## config.mk

```make
export PLATFORM = sky130hd
export DESIGN_NAME = mem_image_loader
export DESIGN_NICKNAME = d
export VERILOG_FILES = /design/src/rtl/loader_pkg.sv /design/src/rtl/loader_byte_shifter.sv /design/src/rtl/mem_image_loader.sv
export SDC_FILE = /design/constraint.sdc
export NUM_CORES = 1
export LEC_CHECK = 0
export CAP_MARGIN = 30
export CORE_MARGIN = 2
export CORE_UTILIZATION = 45
export CTS_BUF_LIST = sky130_fd_sc_hd__clkbuf_16
export CTS_CLUSTER_DIAMETER = 150
export DETAILED_ROUTE_END_ITERATION = 7
export GPL_TIMING_DRIVEN = 0
export HOLD_SLACK_MARGIN = 0.12
export PLACE_DENSITY_LB_ADDON = 0.05
export SYNTH_ARGS = -nofsm -noshare
export SYNTH_HDL_FRONTEND = slang
export SYNTH_SLANG_ARGS = --single-unit
```

## constraint.sdc

```tcl
create_clock -name clk -period 1.49 [get_ports clk]
set_input_delay 0.298 -clock clk [delete_from_list [all_inputs] [get_ports clk]]
set_output_delay 0.298 -clock clk [all_outputs]
set_load 0.01 [all_outputs]
```

## src/rtl/loader_pkg.sv

```systemverilog
// ============================================================================
// Module      : loader_pkg
// Description : Shared types and constants for the memory image loader.
// Revision    : 1.0 - initial release
// ============================================================================
`default_nettype none

package loader_pkg;

    localparam int BYTES_PER_WORD = 4;
    localparam int BYTE_W         = 8;

    typedef enum logic [1:0] {
        IDLE  = 2'd0,
        FETCH = 2'd1,
        EMIT  = 2'd2,
        DONE  = 2'd3
    } state_t;

endpackage

`default_nettype wire

```

## src/rtl/loader_byte_shifter.sv

```systemverilog
// ============================================================================
// Module      : loader_byte_shifter
// Description : Holds one image word and presents it one byte at a time,
//               lowest or highest byte first depending on BIG_ENDIAN.
// Revision    : 1.0 - initial release
// ============================================================================
`default_nettype none

module loader_byte_shifter
    import loader_pkg::*;
#(
    parameter int BIG_ENDIAN = 0,
    parameter int WORD_W     = BYTES_PER_WORD * BYTE_W,
    parameter int IDX_W      = $clog2(BYTES_PER_WORD)
) (
    input  logic              clk,
    input  logic              rst_n,
    input  logic              i_load,
    input  logic [WORD_W-1:0] i_word,
    input  logic              i_shift,
    output logic [BYTE_W-1:0] o_byte,
    output logic [IDX_W-1:0]  o_byte_idx
);

    localparam logic [IDX_W-1:0] c_idx_one = IDX_W'(1);

    logic [WORD_W-1:0] r_word;
    logic [IDX_W-1:0]  r_idx;
    logic [WORD_W-1:0] w_shifted;

    // The byte on o_byte is always the one at the "head" end of the register.
    generate
        if (BIG_ENDIAN != 0) begin : g_big
            assign o_byte    = r_word[WORD_W-1 -: BYTE_W];
            assign w_shifted = {r_word[WORD_W-BYTE_W-1:0], {BYTE_W{1'b0}}};
        end else begin : g_little
            assign o_byte    = r_word[BYTE_W-1:0];
            assign w_shifted = {{BYTE_W{1'b0}}, r_word[WORD_W-1:BYTE_W]};
        end
    endgenerate

    always_ff @(posedge clk or negedge rst_n) begin
        if (!rst_n) begin
            r_word <= '0;
            r_idx  <= '0;
        end else if (i_load) begin
            r_word <= i_word;
            r_idx  <= '0;
        end else if (i_shift) begin
            r_word <= w_shifted;
            r_idx  <= r_idx + c_idx_one;
        end
    end

    assign o_byte_idx = r_idx;

endmodule

`default_nettype wire

```

## src/rtl/mem_image_loader.sv

```systemverilog
// ============================================================================
// Module      : mem_image_loader
// Description : Streams a 32-bit word image into data memory one byte per
//               cycle, then releases the memory to the CPU.
//               Optional: LOADER_CHECKSUM_EN adds an 8-bit running byte sum.
// Revision    : 1.0 - initial release
// ============================================================================
`default_nettype none

module mem_image_loader
    import loader_pkg::*;
#(
    parameter int DEPTH      = 1024,
    parameter int ADDR_W     = 10,
    parameter int BIG_ENDIAN = 0
) (
    input  logic              clk,
    input  logic              rst_n,
    input  logic              start,
    input  logic [ADDR_W:0]   byte_count,
    input  logic [31:0]       word_in,
    input  logic              word_valid,
    output logic              word_ready,
    output logic              load,
    output logic [7:0]        store,
    output logic [ADDR_W-1:0] load_addr,
    output logic              ready,
    output logic              busy,
`ifdef LOADER_CHECKSUM_EN
    output logic [7:0]        checksum,
`endif
    output logic              done
);

    localparam int IDX_W = $clog2(BYTES_PER_WORD);

    localparam logic [ADDR_W:0]   c_depth    = (ADDR_W+1)'(DEPTH);
    localparam logic [ADDR_W:0]   c_cnt_one  = (ADDR_W+1)'(1);
    localparam logic [ADDR_W-1:0] c_addr_one = ADDR_W'(1);
    localparam logic [IDX_W-1:0]  c_idx_last = IDX_W'(BYTES_PER_WORD - 1);

    state_t            r_state;
    state_t            w_state_next;
    logic [ADDR_W:0]   r_remaining;
    logic [ADDR_W-1:0] r_addr;
    logic              r_ready;
    logic              r_busy;
    logic [7:0]        r_store;
    logic              w_start_ok;
    logic [ADDR_W:0]   w_count;
    logic              w_word_ready;
    logic              w_load;
    logic              w_done;
    logic [7:0]        w_byte;
    logic [IDX_W-1:0]  w_byte_idx;

    assign w_start_ok = (r_state == IDLE) && start;
    assign w_count    = (byte_count > c_depth) ? c_depth : byte_count;

    loader_byte_shifter #(
        .BIG_ENDIAN (BIG_ENDIAN)
    ) u_shifter (
        .clk        (clk),
        .rst_n      (rst_n),
        .i_load     (w_word_ready && word_valid),
        .i_word     (word_in),
        .i_shift    (w_load),
        .o_byte     (w_byte),
        .o_byte_idx (w_byte_idx)
    );

    always_ff @(posedge clk or negedge rst_n) begin
        if (!rst_n) begin
            r_state <= IDLE;
        end else begin
            r_state <= w_state_next;
        end
    end

    always_comb begin
        w_state_next = r_state;
        case (r_state)
            IDLE: begin
                if (start) begin
                    w_state_next = (w_count == '0) ? DONE : FETCH;
                end
            end
            FETCH: begin
                if (word_valid) begin
                    w_state_next = EMIT;
                end
            end
            EMIT: begin
                // A short final word ends the image before its last byte slot.
                if (r_remaining == c_cnt_one) begin
                    w_state_next = DONE;
                end else if (w_byte_idx == c_idx_last) begin
                    w_state_next = FETCH;
                end
            end
            DONE: begin
                w_state_next = IDLE;
            end
            default: begin
                w_state_next = IDLE;
            end
        endcase
    end

    always_comb begin
        w_word_ready = 1'b0;
        w_load       = 1'b0;
        w_done       = 1'b0;
        case (r_state)
            FETCH:   w_word_ready = 1'b1;
            EMIT:    w_load       = 1'b1;
            DONE:    w_done       = 1'b1;
            default: ;
        endcase
    end

    always_ff @(posedge clk or negedge rst_n) begin
        if (!rst_n) begin
            r_remaining <= '0;
            r_addr      <= '0;
            r_ready     <= 1'b0;
            r_busy      <= 1'b0;
            r_store     <= '0;
        end else begin
            if (w_start_ok) begin
                r_remaining <= w_count;
                r_addr      <= '0;
                r_ready     <= 1'b0;
            end else if (w_load) begin
                r_remaining <= r_remaining - c_cnt_one;
                r_addr      <= r_addr + c_addr_one;
            end
            if (r_state == DONE) begin
                r_ready <= 1'b1;
            end
            r_busy <= (w_state_next == FETCH) || (w_state_next == EMIT);
            if (w_load) begin
                r_store <= w_byte;
            end
        end
    end

`ifdef LOADER_CHECKSUM_EN
    logic [7:0] r_checksum;

    always_ff @(posedge clk or negedge rst_n) begin
        if (!rst_n) begin
            r_checksum <= '0;
        end else if (w_start_ok) begin
            r_checksum <= '0;
        end else if (w_load) begin
            r_checksum <= r_checksum + w_byte;
        end
    end

    assign checksum = r_checksum;
`endif

    // store shows the live byte during a strobe and holds it afterwards.
    assign store      = w_load ? w_byte : r_store;
    assign word_ready = w_word_ready;
    assign load       = w_load;
    assign load_addr  = r_addr;
    assign ready      = r_ready;
    assign busy       = r_busy;
    assign done       = w_done;

endmodule

`default_nettype wire

```

Word-level counts from Yosys, hierarchy flattened
Index checks and enable logic that the tools add are counted.
- $add $sub $neg: 3
- reduce and logical (&&, ||, !) cells: 8
- mux-type cells: 21
- order comparisons: 1
- eq/ne operators: 7
- operator list (cell ; count):
    $mux W32 ; 2
    $mux W11 ; 3
    $mux W10 ; 2
    $mux W2 ; 7
    $eq A11 B1 Y1 const B ; 1
    $gt A11 B11 Y1 const B ; 1
    $logic_not A11 Y1 ; 1
    $sub A11 B1 Y11 const B ; 1
    $add A10 B1 Y10 const B ; 1
    $eq A2 B2 Y1 const B ; 4
    $mux W8 ; 1
    $pmux W2 S4 ; 1
    $reduce_bool A2 Y1 ; 3
    $mux W1 ; 5
    $eq A2 B1 Y1 const B ; 2
    $add A2 B1 Y2 const B ; 1
    $logic_and A1 B1 Y1 ; 2
    $logic_not A2 Y1 ; 1
    $logic_or A1 B1 Y1 ; 1
- logic and storage cells: 48
- register bits after elaboration: 67
- output and inout bits: 23
- input bits: 47

Logic depth before layout (Yosys ltp)
- word-level depth: 8
- gate-level depth with buffers: 7
- gate-level depth less buffers: 5

Cells and area by module
From an unflattened synthesis, not the netlist that was laid out.
- cells, all modules: 337
- area total of the unflattened synthesis: 3284.4 um^2
- by module, submodules not included (module ; cells each ; seq. area each (um^2) ; area an instance (um^2) ; instances):
    mem_image_loader ; 183 ; 825.8 ; 1676.6 ; 1
    loader_byte_shifter ; 154 ; 850.8 ; 1607.8 ; 1

Worst setup path before layout
OpenSTA, ideal clock, no wires.
- path kind: reg-to-reg
- start: register r_state[0]
- end: register r_busy (netlist: busy)
- period minus slack after synthesis: 1.604 ns
- buffers on the path: 1
- slack: -0.114 ns
- library setup time: 0.120 ns
- required time: 1.370 ns
- data arrival time: 1.484 ns
- stages on the path, launching flop included: 6
- path through: dfrtp_1 > buf_2 > nor4b_2 > nand4_1 > a211o_1 > and3_1
- longest elaborated chain between the ends: 5
- elaborated cells on any way between the ends: 12
- classes of those cells: 5 x eq/ne; 5 x mux; 2 x reduce/logical
- ends and longest elaborated chain (what ; RTL line ; text):
    start, declared ; mem_image_loader.sv:42 ; state_t r_state;
    start signal, assigned ; mem_image_loader.sv:76 ; r_state <= w_state_next;
    $mux W2 ; mem_image_loader.sv:97 ; end else if (w_byte_idx == c_idx_last) begin
    $mux W2 ; mem_image_loader.sv:95 ; if (r_remaining == c_cnt_one) begin
    $pmux W2 S4 (*) ; mem_image_loader.sv:82 ; case (r_state)
    $eq A2 B1 Y1 or $eq A2 B2 Y1 (tied branches) ; mem_image_loader.sv:141 ; r_busy <= (w_state_next == FETCH) || (w_state_next == EMIT);
    $logic_or A1 B1 Y1 (*) ; mem_image_loader.sv:141 ;
    end signal, assigned ; mem_image_loader.sv:141 ;
    end, declared ; mem_image_loader.sv:47 ; logic r_busy;
Mark *: on every way between the ends. The rest lies on a longest branch, timed or not.
A chain may end at the register's enable or synchronous reset.

Final worst setup path
- start: register r_state[0]
- end: output store[1]
- longest elaborated chain between the ends: 3
- ends and longest elaborated chain (what ; RTL line ; text):
    $eq A2 B2 Y1 ; mem_image_loader.sv:114 ; case (r_state)
    $mux W1 ; mem_image_loader.sv:114 ;
    $mux W8 ; - ;
    end, declared ; mem_image_loader.sv:25 ; output logic [7:0] store,
Every way passes these cells.

==> out/results.tsv <==
metric	value	unit
min_path_cells	2	
drv_slew	0	
relSlewSlack	42.14	%
syn2layout_area_growth	69.40	%
io_buffers	69	
ys.flop_type	dfrtp_1	
synth.top_cell.area_share	53.95	%
fmax	0.5885	GHz
synth_top_family_by_area	simple AND/OR/NAND/NOR gates	
start_kind	flop	
synth.most_common_cell	nand2_1	
max-cap-violations	0	
ys_top_cells_by_area	dfrtp_1 (54%), nand2_1 (13%), a22oi_1 (6.0%)	
finClkSkew	0.005323	ns
yosysWarnings	0	
final_hold_viol_count	0	
gp_congestion	0.8140	
muxShareOfSynthArea	0.9662	%
rsz0062_at_grt	yes	
gr-usage-all-layers	23.36	%
place_inst	483	
yosys.area.top_type	dfrtp_1	
cts_buffer_depth	2	
n_antenna_cell	0	
power.density	2067	mW/mm^2
synth_seq_cells	67	
synth-xor-area-share	1.409	%
fin_crit	1.699	ns
antenna_left	0	
p_leak	0.002543	uW
violations	setup timing	
dpl_worst_slack	-0.7672	ns
die_h	87.11	microns
cts_buffers	9	
core	0.006756	sq mm
seq_area_frac_synth	53.95	%
setup.worst_path.class	reg -> out	
synth_commonest_cells	nand2_1 (106), dfrtp_1 (67), a22oi_1 (25), o21ai_0 (21), clkbuf_1 (13)	
ff2ff_path_depth	4	
cts_tree	built	
htreeDepth	3	
io_pins	70	
critical_path_required	1.19	ns
die_w	87.11	microns
grt_start_max_net_pins	68	
wl_per_cell	17.68	microns
drc	0	
dp_hpwl	5268	microns
dr.first_iter.drc_count	169	
end_kind	output pin	
dr.pass1.iters	4	
viasPerCell	5.516	
syn_area_per_cell	9.305	sq um
synth_compound_area_share	15.50	%
grt_overflow	0	
wl	9828	microns
worstPathMaxFanout	5	
grt_first_pass_wirelength	13760	microns
syn-num-nets	385	
clk_latency	0.33	ns
synth.cell_area	0.003108	sq mm
cts_root_buffer	clkbuf_16	
fin_tns_setup	-5.346	ns
vias	3067	
layoutNonFillerInstCount	556	
yosys.area_share.simple	23.23	%
arrival	1.40	ns
finalSetupViolCount	52	
synth_edf_count	0	
drive_gt1_share	40.55	%
syn_inst	334	
worstHoldPathType	reg -> reg	
fin_crit_sh	114.0	%
yosysUniqueCellTypes	44	
async_flop_share	100.0	%
cts_sinks	67	
synth_fa_ha_area_share	1.610	%
rows	30	
grt_pass1_vias	2888	
antenna_found_initial	0	
fin_ws	-0.2092	ns
worst_slew_pin_slew	0.8679	ns
die_area	0.007587	sq mm
cts.clk_slew.worst_paths	0.05	ns
initial_core_util	46.00	%
nets	522	
irDropWorstVdd	0.9197	mV
status	complete, but fails checks	
==> area by class of cell <==
type	instances	area, sq um
sequential	67	1683
multi-input combinational	241	1732
timing repair buffer	130	1234
inverter	7	33.78
buffer	15	163.9
clock buffer	9	225.2
clock inverter	7	93.84
fill	464	1491
tap	80	100.1
==> where the power goes <==
group / internal [uW] / switching [uW]
Combinational: 2810 / 2620
Clock: 1460 / 790
Sequential: 2560 / 638
Total: 6840 / 4050
==> critical path: stages (launching register included) <==
cell	delay [ns]
dfrtp_1	0.40
nand2b_4	0.20
inv_8	0.09
clkbuf_16	0.16
nand2_4	0.06
nand2_4	0.06
buf_6	0.09
==> metrics by stage <==
stage	hold WS [ns]	power (uW)	cell area (sq um)	util, %
6_report	0.4756	10880	5265	77.93
5_1_grt	0.4987	11460	5265	77.93
4_1_cts	0.4666	9437	4730	70.00
3_5_place_dp	0.4608	6082	3915	57.94
3_3_place_gp	0.4558	5980	3918	57.98
2_1_floorplan	0.002409	4933	3127	-
==> state kept, by name, summed over array words and instances (netlist names) <==
signal	count
r_state	2
r_remaining	11
u_shifter.r_word	32
load_addr	10
u_shifter.o_byte_idx	2
r_store	8
ready	1
busy	1
==> timing repair <==
item / in CTS / in global routing
endpoints found under the hold margin: 19 / 0
gates cloned: 2 / 5
setup buffers: 41 / 14
gates resized for setup: 124 / 130
hold buffers: 1 / 0
pin swaps: 22 / 47
setup endpoints to repair: 82 / 66
==> path summary, 6_finish.rpt <==
kind                                        to  slack [ns]            from
max in group asynchronous           r_state[1]        0.25           rst_n
worst max register to register            busy       -0.21  r_remaining[2]
min in group asynchronous       r_remaining[5]        0.63           rst_n
worst max-delay path                  store[1]       -0.21      r_state[0]
worst min-delay path                     ready        0.48           ready
worst min register to register           ready        0.48           ready
==> cells by family after synthesis <==
group                      Yosys count
muxes                                3
buffers and inverters               26
and+or+nand+nor                    156
DFF                                 67
xor gates and xnor gates             5
AOI/OAI and AO/OA                   73
adders and majority gates            4
==> layer usage <==
metal	vias up	track usage [%]	share of wire (%)
li1	1440	-	-
met5	-	0	0
met2	97	38.24	51
met1	1516	30.92	43
met4	0	6.853	1.5
met3	14	5.782	4.8
==> cell usage in the layout, fill, tap and decap left out, drive strengths merged, types with 6 or more instances in the layout <==
cell	Yosys	routed
nand3	9	9
clkdlybuf4s50	0	44
inv	7	8
a22oi	25	25
dlygate4sd2	0	13
a21oi	11	11
nor2	9	9
clkbuf	13	13
o21ai	22	22
buf	6	83
dfrtp	67	67
nor3	6	6
nand2	106	106
Note: power is estimated with default switching activity, not from simulation.
==> variant 1 (config.mk and constraints unchanged) <==
Set the parameter `ADDR_W` to 9 (it was 10).
--- a/src/rtl/mem_image_loader.sv
+++ b/src/rtl/mem_image_loader.sv
@@ -11,7 +11,7 @@
     import loader_pkg::*;
 #(
     parameter int DEPTH      = 1024,
-    parameter int ADDR_W     = 10,
+    parameter int ADDR_W     = 9,
     parameter int BIG_ENDIAN = 0
 ) (
     input  logic              clk,
Interface: changed (resized byte_count and load_addr); port bits go from 70 to 68. The function was not compared with the original's and may differ.
==> variant 1 against the unedited design <==
- the flow still finishes with violations (negative setup slack)
- die area shrank 7.1%
- total power shrank 15%
- cell area shrank 13%
- final cell count shrank 15%
- setup slack lost 0.024 ns
- routed wire length shrank 23%
- synthesized area shrank 7.4%
- sequential cell count shrank 2
- critical endpoint is now r_remaining[3]
- highest routed layer unchanged
==> variant 1: results (changes against the unedited design) <==
[outcome]
status=finished, violations left
violations=negative setup slack

[logic_synthesis]
syn_nets=345  ; -10%
synth_compound_area_share_pct=12.2  ; -3.3 points

[placed_design]
placed_area_mm2=0.00358  ; -8.5%
io_buffers=57  ; -17%
dp_cells=429  ; -11%

[setup_path]
worstSetupEndpointType=flip-flop
slowest_delay_ns=0.52  ; +0.12 ns
arrival_ns=1.98  ; +0.58 ns
r2r_end=r_remaining[3]
reg2reg_from=r_state[1]

[sta]
tns_ns=-6.33  ; -0.986 ns
setup_viol_count_final=59  ; +13%
holdWs_ns=0.472  ; -0.00354 ns
slew_headroom_pct=45.3  ; +3.2 points
timing.final.ws_setup_ns=-0.233  ; -0.0235 ns

[pwr]
pg_comb_uw=4310  ; -21%
pwr-share-seq_pct=30.9  ; +1.5 points
finalPower_uw=9250  ; -15%
leakage_uw=0.00220  ; -13%

[route]
drt_iter0_markers=115  ; -32%
via_per_inst=5.37  ; -2.6%

[grt]
grt_pass1_wl_um=12000  ; -13%
grt_usage_pct=21.5  ; -1.9 points

[clocking]
cts_resized=94  ; -24%

[worst_hold_path]
min_from=r_store[3]
hold_path_end=r_store[3]

variant 1: cell count changes after synthesis, sizes merged, moves of 4 or more:
cell / delta
nor3: -4
nor2: -8
o21ai: -13
clkbuf: +5
nand3: +30
a21oi: -9
and3: -5
nand4: -5
nand2: -25
a22o: -4
variant 1: metal layers:
layer  track usage, %  up-vias  wire length [um]
met1             28.4     1244              3350
met2             35.5       53              3830
met5                0        -                 0
met4             8.36        0               102
met3             3.56        9               315
li1                 -     1236                 -
variant 1: layout make-up:
| cell class | count | area (um^2) |
|---|---|---|
| Clock buffer | 9 | 225 |
| Fill cell | 447 | 1690 |
| Sequential cell | 65 | 1630 |
| Multi-Input combinational cell | 203 | 1470 |
| Clock inverter | 7 | 71.3 |
| Buffer | 18 | 220 |
| Tap cell | 77 | 96.3 |
| Timing Repair Buffer | 89 | 862 |
| Inverter | 5 | 23.8 |
==> variant 2 (same settings) <==
Without the edit above. The 4 states of `state_t` get a one-hot encoding in 4 bits.
--- a/src/rtl/loader_pkg.sv
+++ b/src/rtl/loader_pkg.sv
@@ -10,11 +10,11 @@
     localparam int BYTES_PER_WORD = 4;
     localparam int BYTE_W         = 8;
 
-    typedef enum logic [1:0] {
-        IDLE  = 2'd0,
-        FETCH = 2'd1,
-        EMIT  = 2'd2,
-        DONE  = 2'd3
+    typedef enum logic [3:0] {
+        IDLE  = 4'b0001,
+        FETCH = 4'b0010,
+        EMIT  = 4'b0100,
+        DONE  = 4'b1000
     } state_t;
 
 endpackage
Behaviour: same outputs for any inputs over 10 cycles, from zero or initial values and one cycle with rst_n low; not proved beyond that.
==> variant 2 against the unedited design <==
- the run still ends with negative setup slack left
- clock skew rose by 0.0045 ns
- cell area grew 15%
- fmax shrank 26%
- total power decreased by 6.6%
- sequential share of layout area down 3.2 points
- sequential cell count increased by 2
- synthesized area is 2.6% higher
- final cell count is 6.5% higher
- routed wire length rose by 46%
- setup slack lost 0.60 ns
- first-iteration DRC count rose by 50%
- critical path type unchanged
- largest power group unchanged
- highest routed layer unchanged
==> variant 2: results (changes against the unedited design) <==
[outcome]
status=finished, violations left
violations=negative setup slack

[route]
via_per_inst=6.08  ; +10%
vias=3601  ; +17%
dr.pass1.iters=5  ; +1
routed_wirelength_um=14300  ; +46%
drt_iter0_markers=254  ; +50%

[pwr]
vdd_drop_max_uv=869  ; -5.5%
comb_power_share_pct=42.1  ; -7.8 points
leakage_uw=0.00280  ; +10%
clkPwrFrac_pct=23.6  ; +2.9 points
power.internal_uw=6260  ; -8.5%
p_per_area_mw_per_mm2=1680  ; -19%

[worst_hold_path]
hold_path_end=u_shifter.r_word[27]
min_from=word_in[27]

[finish]
fillCellCount=292  ; -37%
signal_buffers=150  ; +3.4%
multi_input_area_share_pct=34.7  ; +1.9 points
comb.multi_input.count=254  ; +5.4%
ff_latch_area_mm2=0.00174  ; +3.1%
final_nets=542  ; +3.8%
drive_gt1_share_pct=49.0  ; +8.4 points

[grt]
grt_pass1_vias=3361  ; +16%
grt_pass1_wl_um=17400  ; +26%

[placed_design]
dp_slack_ns=-0.999  ; -0.232 ns
gp_congestion=0.848  ; +4.2%
placed_area_mm2=0.00407  ; +3.9%
dp_hpwl_um=5400  ; +2.4%

[sta]
tns_ns=-32.54  ; -27.19 ns
slew_headroom_pct=40.5  ; -1.6 points
holdWs_ns=0.487  ; +0.0113 ns
finalClockSkew_ns=0.00982  ; +0.00449 ns
setup_viol_count_final=80  ; +54%
timing.final.ws_setup_ns=-0.805  ; -0.596 ns

[setup_path]
worst_path_max_delay_cell=or4b_4
crit_end=store[2]
r2r_slack_ns=-0.61  ; -0.40 ns
r2r_end=load_addr[9]
slowest_delay_ns=0.61  ; +0.21 ns
ff2ff_path_depth=5  ; +1
cp_top_family=simple AND/OR/NAND/NOR gates

[logic_synthesis]
yosysSeqAreaShare_pct=54.2  ; +0.25 points
ys_seq_elements=69  ; +3.0%
synthTopCellsByCount=101 x nand2_1, 68 x dfrtp_1, 29 x nor2_1
syn_nets=400  ; +3.9%
avgSynthCellArea_um2=9.13  ; -1.8%
synth_area_leaders=dfrtp_1 53%, nand2_1 12%, nor2_1 3.4%, a31oi_1 3.1%, nand3_1 2.4%

[clocking]
clk_latency_ns=0.35  ; +0.02 ns
postCtsSetupRepairBufs=39  ; -4.9%
cts_resized=210  ; +69%

-- variant 2: cell count changes after synthesis, sizes merged, moves of 5 or more --
cell   before  now
a31oi       1   16
nor2        9   29
o21ai      22    8
a22oi      25    8
nand3       9   15
nand2     106  101
-- variant 2: kinds of logic after synthesis --
kind of cell | count (synthesis) | share of synthesized area [%]
XOR/XNOR | 12 | 3.30
adder cells (fa/ha/maj) | 4 | 1.57
buffers and inverters | 26 | 3.34
flip-flops | 69 | 54.2
AND/OR/NAND/NOR | 180 | 25.3
AO/OA/AOI/OAI | 58 | 12.3
-- variant 2: routing by layer --
layer / share of wire (%) / up-vias / track usage, %
met2: 50 / 247 / 51.7
met1: 36 / 1793 / 35.7
li1: - / 1494 / -
met4: 5.4 / 0 / 15.6
met5: 0 / - / 0
met3: 7.7 / 67 / 6.97
